==> src/rtl/fetch_stage.sv <==
// Instruction-fetch stage: owns the word-addressed PC, drives the imem read
// address and captures the returned word into the IF/ID pipeline register.
// Handles stall, redirect with squash, and a BOOT/RUN/HALTED control FSM.
module fetch_stage #(
    parameter logic [31:0] RESET_PC   = 32'd0,
    parameter int unsigned IMEM_DEPTH = 256,
    parameter logic [31:0] NOP_WORD   = 32'd0
) (
    input  logic        clk,
    input  logic        rst_n,
    output logic [31:0] imem_addr,
    input  logic [31:0] imem_data,
    input  logic        stall,
    input  logic        redirect,
    input  logic [31:0] redirect_pc,
    input  logic        halt,
    output logic        id_valid,
    output logic [31:0] id_instr,
    output logic [31:0] id_pc,
    output logic [31:0] id_pc_next,
    output logic        halted
);

    // PC width; the PC wraps naturally modulo IMEM_DEPTH at this width.
    localparam int unsigned PW = (IMEM_DEPTH > 1) ? $clog2(IMEM_DEPTH) : 1;

    typedef enum logic [1:0] {StBoot, StRun, StHalted} state_e;

    state_e          state_q, state_d;
    logic [PW-1:0]   pc_q, pc_d;
    logic [PW-1:0]   pc_inc;
    logic            valid_q, valid_d;
    logic [31:0]     instr_q, instr_d;
    logic [PW-1:0]   id_pc_q, id_pc_d;
    logic [PW-1:0]   id_pc_next_q, id_pc_next_d;

    assign pc_inc = pc_q + PW'(1);

    // State and pipeline register; async reset returns everything at once.
    always_ff @(posedge clk or negedge rst_n) begin
        if (!rst_n) begin
            state_q      <= StBoot;
            pc_q         <= RESET_PC[PW-1:0];
            valid_q      <= 1'b0;
            instr_q      <= NOP_WORD;
            id_pc_q      <= '0;
            id_pc_next_q <= '0;
        end else begin
            state_q      <= state_d;
            pc_q         <= pc_d;
            valid_q      <= valid_d;
            instr_q      <= instr_d;
            id_pc_q      <= id_pc_d;
            id_pc_next_q <= id_pc_next_d;
        end
    end

    // Next-state: redirect beats stall; stall holds PC and IF/ID register.
    always_comb begin
        state_d      = state_q;
        pc_d         = pc_q;
        valid_d      = valid_q;
        instr_d      = instr_q;
        id_pc_d      = id_pc_q;
        id_pc_next_d = id_pc_next_q;
        unique case (state_q)
            StBoot: begin
                // No capture and redirect ignored during the boot cycle.
                valid_d = 1'b0;
                state_d = halt ? StHalted : StRun;
            end
            StRun: begin
                if (redirect) begin
                    pc_d    = redirect_pc[PW-1:0];
                    valid_d = 1'b0;
                    instr_d = NOP_WORD;
                end else if (!stall) begin
                    instr_d      = imem_data;
                    id_pc_d      = pc_q;
                    id_pc_next_d = pc_inc;
                    valid_d      = 1'b1;
                    pc_d         = pc_inc;
                end
                if (halt && !stall) begin
                    state_d = StHalted;
                end
            end
            StHalted: begin
                if (redirect) begin
                    pc_d    = redirect_pc[PW-1:0];
                    valid_d = 1'b0;
                    instr_d = NOP_WORD;
                end else if (!stall) begin
                    valid_d = 1'b0;
                end
                // Leaving HALTED does not fetch; the fetch resumes next edge.
                if (!halt) begin
                    state_d = StRun;
                end
            end
            default: state_d = StBoot;
        endcase
    end

    // Outputs are zero-extended views of the registered state.
    always_comb begin
        imem_addr  = 32'(pc_q);
        id_valid   = valid_q;
        id_instr   = instr_q;
        id_pc      = 32'(id_pc_q);
        id_pc_next = 32'(id_pc_next_q);
        halted     = (state_q == StHalted);
    end

endmodule
==> config.mk <==
export PLATFORM = sky130hd
export DESIGN_NAME = fetch_stage
export DESIGN_NICKNAME = d
export VERILOG_FILES = /design/src/rtl/fetch_stage.sv
export SDC_FILE = /design/constraint.sdc
export NUM_CORES = 1
export LEC_CHECK = 0
export BUFFER_PORTS_ARGS = -buffer_cell sky130_fd_sc_hd__clkbuf_2
export CAP_MARGIN = 20
export CORE_ASPECT_RATIO = 0.6
export CORE_MARGIN = 5
export CORE_UTILIZATION = 38
export DETAILED_ROUTE_END_ITERATION = 6
export PLACE_DENSITY = 0.76
export SLEW_MARGIN = 20
export SYNTH_ARGS = -nofsm -noshare
export SYNTH_HDL_FRONTEND = slang
export SYNTH_SLANG_ARGS = --single-unit
==> constraint.sdc <==
create_clock -name clk -period 1.3 [get_ports clk]
set_clock_uncertainty 0.05 [all_clocks]
set_input_delay 0.195 -clock clk [delete_from_list [all_inputs] [get_ports clk]]
set_output_delay 0.195 -clock clk [all_outputs]
set_load 0.01 [all_outputs]
After elaboration in Yosys (flattened, before gate mapping)
Index checks and enable logic that the tools add are counted.
{"block": "totals", "reg_bits": 59, "latchBits": 0, "ramBits": 0, "rom_bits": 0, "inputBits": 69, "elab_cells": 42, "n_memories": 0}
{"block": "op_classes", "add_sub_neg": 1, "n_mul": 0, "n_div": 0, "order_cmp": 0, "n_eq_ne": 7, "n_shift": 0, "n_mux": 17, "n_bitwise": 2, "reduce_logical": 9}
{"cell": "32-bit 2-to-1 mux", "count": 3}
{"cell": "32-bit one-hot mux with 2 select lines", "count": 1}
{"cell": "8-bit 2-to-1 mux", "count": 3}
{"cell": "8-bit one-hot mux with 2 select lines", "count": 1}
{"cell": "3-bit AND reduction", "count": 3}
{"cell": "8-bit by 1-bit adder with 8-bit output, second input constant", "count": 1}
{"cell": "2-bit 2-to-1 mux", "count": 3}
{"cell": "2-bit != test, second input constant", "count": 3}
{"cell": "3-bit != test, second input constant", "count": 2}
{"cell": "2-bit one-hot mux with 3 select lines", "count": 1}
{"cell": "1-bit 2-to-1 mux", "count": 4}
{"cell": "1-bit one-hot mux with 3 select lines", "count": 1}
{"cell": "3-bit nonzero test", "count": 1}
{"cell": "2-bit by 1-bit equality test with 1-bit output, second input constant", "count": 1}
{"cell": "2-bit equality test, second input constant", "count": 1}
{"cell": "2-bit logical NOT", "count": 1}
{"cell": "1-bit NOT", "count": 2}
{"cell": "2-bit AND reduction", "count": 1}
{"cell": "2-bit nonzero test", "count": 1}
{"cell": "1-bit logical AND", "count": 1}
{"cell": "1-bit logical NOT", "count": 1}

Logic depth before layout (Yosys ltp)
{"block": "logic_depth", "ltp_word": 4, "depth_mapped": 6, "ltp_nobuf": 5}

Worst setup path after synthesis
No wires, ideal clock.
{"block": "synth_path", "path_kind": "register -> register", "from": "register state_q[1]", "to": "register id_pc_next_q[1]", "setup_ns": 0.128, "arrival_time_ns": 1.210, "path_slack_ns": -0.088, "stages_incl_launch_ff": 5, "path_buffers": 1, "path_cell_list": "dfrtp_1 > nor2_1 > nand3b_1 > buf_2 > mux2_1"}
{"block": "synth_between", "elab_chain_len": 2}
{"element": "start, declared", "line": "29", "rtl": "state_e state_q, state_d;"}
{"element": "start signal, assigned", "line": "42", "rtl": "state_q <= StBoot;"}
{"element": "start signal, assigned", "line": "49", "rtl": "state_q <= state_d;"}
{"element": "2-bit by 1-bit equality test with 1-bit output", "line": "66", "rtl": "unique case (state_q)"}
{"element": "3-bit AND reduction (no line)"}
{"element": "end signal, assigned", "line": "54", "rtl": "id_pc_next_q <= id_pc_next_d;"}
{"element": "end, declared", "line": "35", "rtl": "logic [PW-1:0] id_pc_next_q, id_pc_next_d;"}
No other way between the ends.
A chain may end at the register's enable or synchronous reset.

Worst setup path after layout
{"block": "layout_path", "from": "register state_q[1]", "to": "register pc_q[4]"}
{"block": "layout_between", "elab_chain_len": 3, "elab_cells_between_ends": 7, "classes_between": "eq/ne: 4; mux: 1; reduce/logical: 2"}
{"element": "2-bit by 1-bit equality test with 1-bit output or 2-bit equality test (tied branches)", "line": "66"}
{"element": "3-bit != test (no line), or another cell as far along"}
{"element": "3-bit AND reduction (no line)"}
{"element": "end signal, assigned", "line": "43", "rtl": "pc_q <= RESET_PC[PW-1:0];"}
{"element": "end signal, assigned", "line": "50", "rtl": "pc_q <= pc_d;"}
{"element": "end, declared", "line": "30", "rtl": "logic [PW-1:0] pc_q, pc_d;"}
Parallel ways exist; a longest one is shown, timed or not.

==> results.md <==
* Status: complete, but fails checks
* Failing checks: setup timing
* Sequential Power Share at 0.344
* Die Height at 79.5 um
* Internal power at 5350 uW
* Yosys warns at 0
* Critical path peak fanout at 7
* Net switching power at 2570 uW
* DP Area at 3640 um^2
* Power, Total at 7920 uW
* Comb pwr share at 0.339
* Fmax at 0.693 GHz
* Cell Pwr Density at 1820 nW/um^2
* Worst Reg-to-Reg Cells at 7
* Hold path startpoint: halt
* Drt total wl at 8150 um
* CTS tree: yes
* Worst Hold Endpoint: state_q[0]$_DFFE_PN0P_
* Initial Util at 0.390
* Post-DP HPWL at 5540 um
* Via count of the first global-routing pass at 2486
* Sw Ratio at 0.324
* Final-stage net count at 545
* Met2 wire length at 3680 um
* Grt ovf at 0
* Mapped cell area at 3060 um^2
* Vias at 2530
* Num ports at 199
* Design Area, Final at 4340 um^2
* Number of fill cells at 704
* Top Metal Used: met4
* Antenna cells at 0
* FF-to-FF setup slack at -140 ps
* CORE AREA at 7850 um^2
* DIE WIDTH at 126 um
* Total CTS buffers at 9
* Final setup margin at -143 ps
* Largest net degree at the start of global routing at 60
* Ys async rst share at 1.00
* Clock Path Buffers at 2
* Final Hold Vio Count at 0
* Unrepaired setup endpoints after global routing: true
* DRC at 0
* Met1 wire length at 3600 um
* Share of post-route cells with drive strength above 1 at 0.407
* Clk slew on worst S/H paths at 50 ps
* Final setup TNS at -5360 ps
* Sequential cell area at 1480 um^2
* Vias/cell at 4.31
* Sequential area share after synthesis at 0.482
* Routability cong. at 0.829
* Synthesized instance count at 335
* Clock Sinks at 59
* Multi-input gate area at 1340 um^2
* Synth-to-layout area growth at 41.9%
* Clock power share at 0.317
* DR WL/cell at 13.9 um
* Tcrit/Tclk final at 1.11
* Hold Path Cell Cnt at 2
* CP Data Arrival Time at 1600 ps
* Mapped Avg Cell Area at 9.14 um^2
* Min-delay worst type: in2reg
* Number of port buffers at 102
* Fin util at 0.553
* RR Endpoint: pc_q[4]$_DFFE_PN0P_
* Placement Rows at 25
* EDFF count, synth at 0
* Main synth FF type: dfrtp_1
* Seq cells post-synth at 59
* Hold slack at 14.1 ps
* Global-route wire length before repair at 12400 um
* Iter 0 DRT Violations at 126
* Worst setup SP type: flop
* Final setup viols at 57
* Met3 Wirelength at 789 um
* Total of max-cap violations at 0
* Worst-skew pair later-pin latency at 330 ps
* Die Area at 10000 um^2
* Reg2Reg Launch Point: state_q[1]$_DFFE_PN0P_
* Peak VDD IR at 0.852 mV
* Worst path required time at 1460 ps
* Leakage power at 0.00240 uW
* Fin crit period at 1440 ps
* Antenna viol nets, final at 0
* Tot GR Track Use at 0.157
* Post-synth cell types at 34
* Clock root buffer: clkbuf_16
* Initial antenna violation count at 0
* TritonRoute pass-1 iters at 4
* Critical path class: reg2reg
* Max Slew Vio Count at 0
* Critical path endpoint category: flop
* CTS H-Tree Depth at 3
==> state kept, by name, indices dropped and copies added (netlist names) <==
signal and cells:
id_instr 32, id_pc_next_q 8, id_pc_q 8, id_valid 1, pc_q 8, state_q 2
==> logic make-up (layout without fill, tap and decap cells) <==
logic type | Yosys count | after routing | synth area share
AO/OA/AOI/OAI | 30 | 30 | 0.0621
other | 1 | 72 | 0.00123
AND/OR/NAND/NOR | 138 | 138 | 0.197
buffers and inverters | 92 | 165 | 0.207
flip-flops | 59 | 59 | 0.482
XOR/XNOR | 6 | 6 | 0.0172
adder cells (fa/ha/maj) | 1 | 1 | 0.00409
multiplexers | 8 | 8 | 0.0286
==> metrics by stage <==
| step | std cells | worst slack, ps |
|---|---|---|
| 6_report | 587 | -143 |
| 5_1_grt | 587 | -205 |
| 4_1_cts | 577 | -150 |
| 3_5_place_dp | 554 | -141 |
| 3_3_place_gp | 554 | -95.9 |
| 2_1_floorplan | 406 | -33.7 |
==> worst max-delay path by stage <==
stage / from / end / slack [ps] / cells past startpoint
after CTS: state_q[1]$_DFFE_PN0P_ / pc_q[2]$_DFFE_PN0P_ / -150 / 5
after global placement: state_q[0]$_DFFE_PN0P_ / pc_q[1]$_DFFE_PN0P_ / -100 / 5
after detailed placement: state_q[0]$_DFFE_PN0P_ / pc_q[5]$_DFFE_PN0P_ / -140 / 5
after floorplan: state_q[0]$_DFFE_PN0P_ / id_instr[24]$_DFFE_PN0P_ / -30 / 6
final: state_q[1]$_DFFE_PN0P_ / pc_q[4]$_DFFE_PN0P_ / -140 / 7
after global routing: state_q[1]$_DFFE_PN0P_ / pc_q[1]$_DFFE_PN0P_ / -200 / 7
==> power groups by stage <==
stage	Sequential (uW)	Clock [uW]	Combinational [uW]
floorplan	2960	0	1100
global placement	2690	0	2260
detailed placement	2720	0	2300
CTS	2710	2570	2440
global route	2800	2680	2950
finish	2720	2510	2690
==> layout make-up <==
type	instances	share of cell area
multi-input cells	255	0.307
clock inverters	5	0.0179
well taps	108	0.0311
clock buffers	10	0.0550
inverters	3	0.00259
flip-flops and latches	59	0.341
repair buffers	147	0.245
==> layout by cell type, fill, tap and decap left out, types with 4 or more instances in the layout <==
cell type	synthesis	layout
nor2_1	5	4
clkbuf_2	0	100
buf_4	74	16
buf_12	0	4
nand2_1	85	82
nand3_2	0	10
nand3_1	38	28
conb_1	1	72
clkbuf_16	0	12
mux2_4	0	6
buf_6	0	19
dfrtp_2	0	4
dfrtp_1	59	55
o21ai_1	3	10
==> synth_stat cells, types with 2 or more instances <==
cell type	instances	area, um^2
buf_2	9	45.0
xor2_1	3	26.3
buf_4	74	556
and4_1	2	17.5
clkbuf_1	6	22.5
inv_1	3	11.3
a22oi_2	2	25.0
o22ai_1	2	12.5
nand2_1	85	319
a21oi_1	4	20.0
o21ai_0	11	55.1
mux2_1	6	67.6
nor2_1	5	18.8
o211ai_1	3	22.5
mux2i_1	2	20.0
o21ai_1	3	15.0
dfrtp_1	59	1480
xnor2_1	3	26.3
nand3_1	38	190
==> what timing repair did <==
action                     4_1_cts  5_1_grt
hold buffers                     1        0
hold endpoints to repair        59        0
pin swaps                       13        9
buffers inserted                 6        7
setup endpoints to repair       58       61
cloned                           1        4
gates resized for setup         31       26
==> layer usage <==
| layer | global-route usage | vias up |
|---|---|---|
| met5 | 0 | - |
| met4 | 0.0450 | 0 |
| met3 | 0.0829 | 14 |
| met2 | 0.242 | 100 |
| met1 | 0.194 | 1188 |
| li1 | - | 1228 |
==> worst max-delay path, stage by stage, from the launching register on <==
cell	delay (ps)
dfrtp_2	440
nor2_2	150
buf_6	120
a22oi_2	60
buf_4	160
buf_6	140
a21oi_1	110
o22ai_1	90
(Power assumes the default switching activity.)
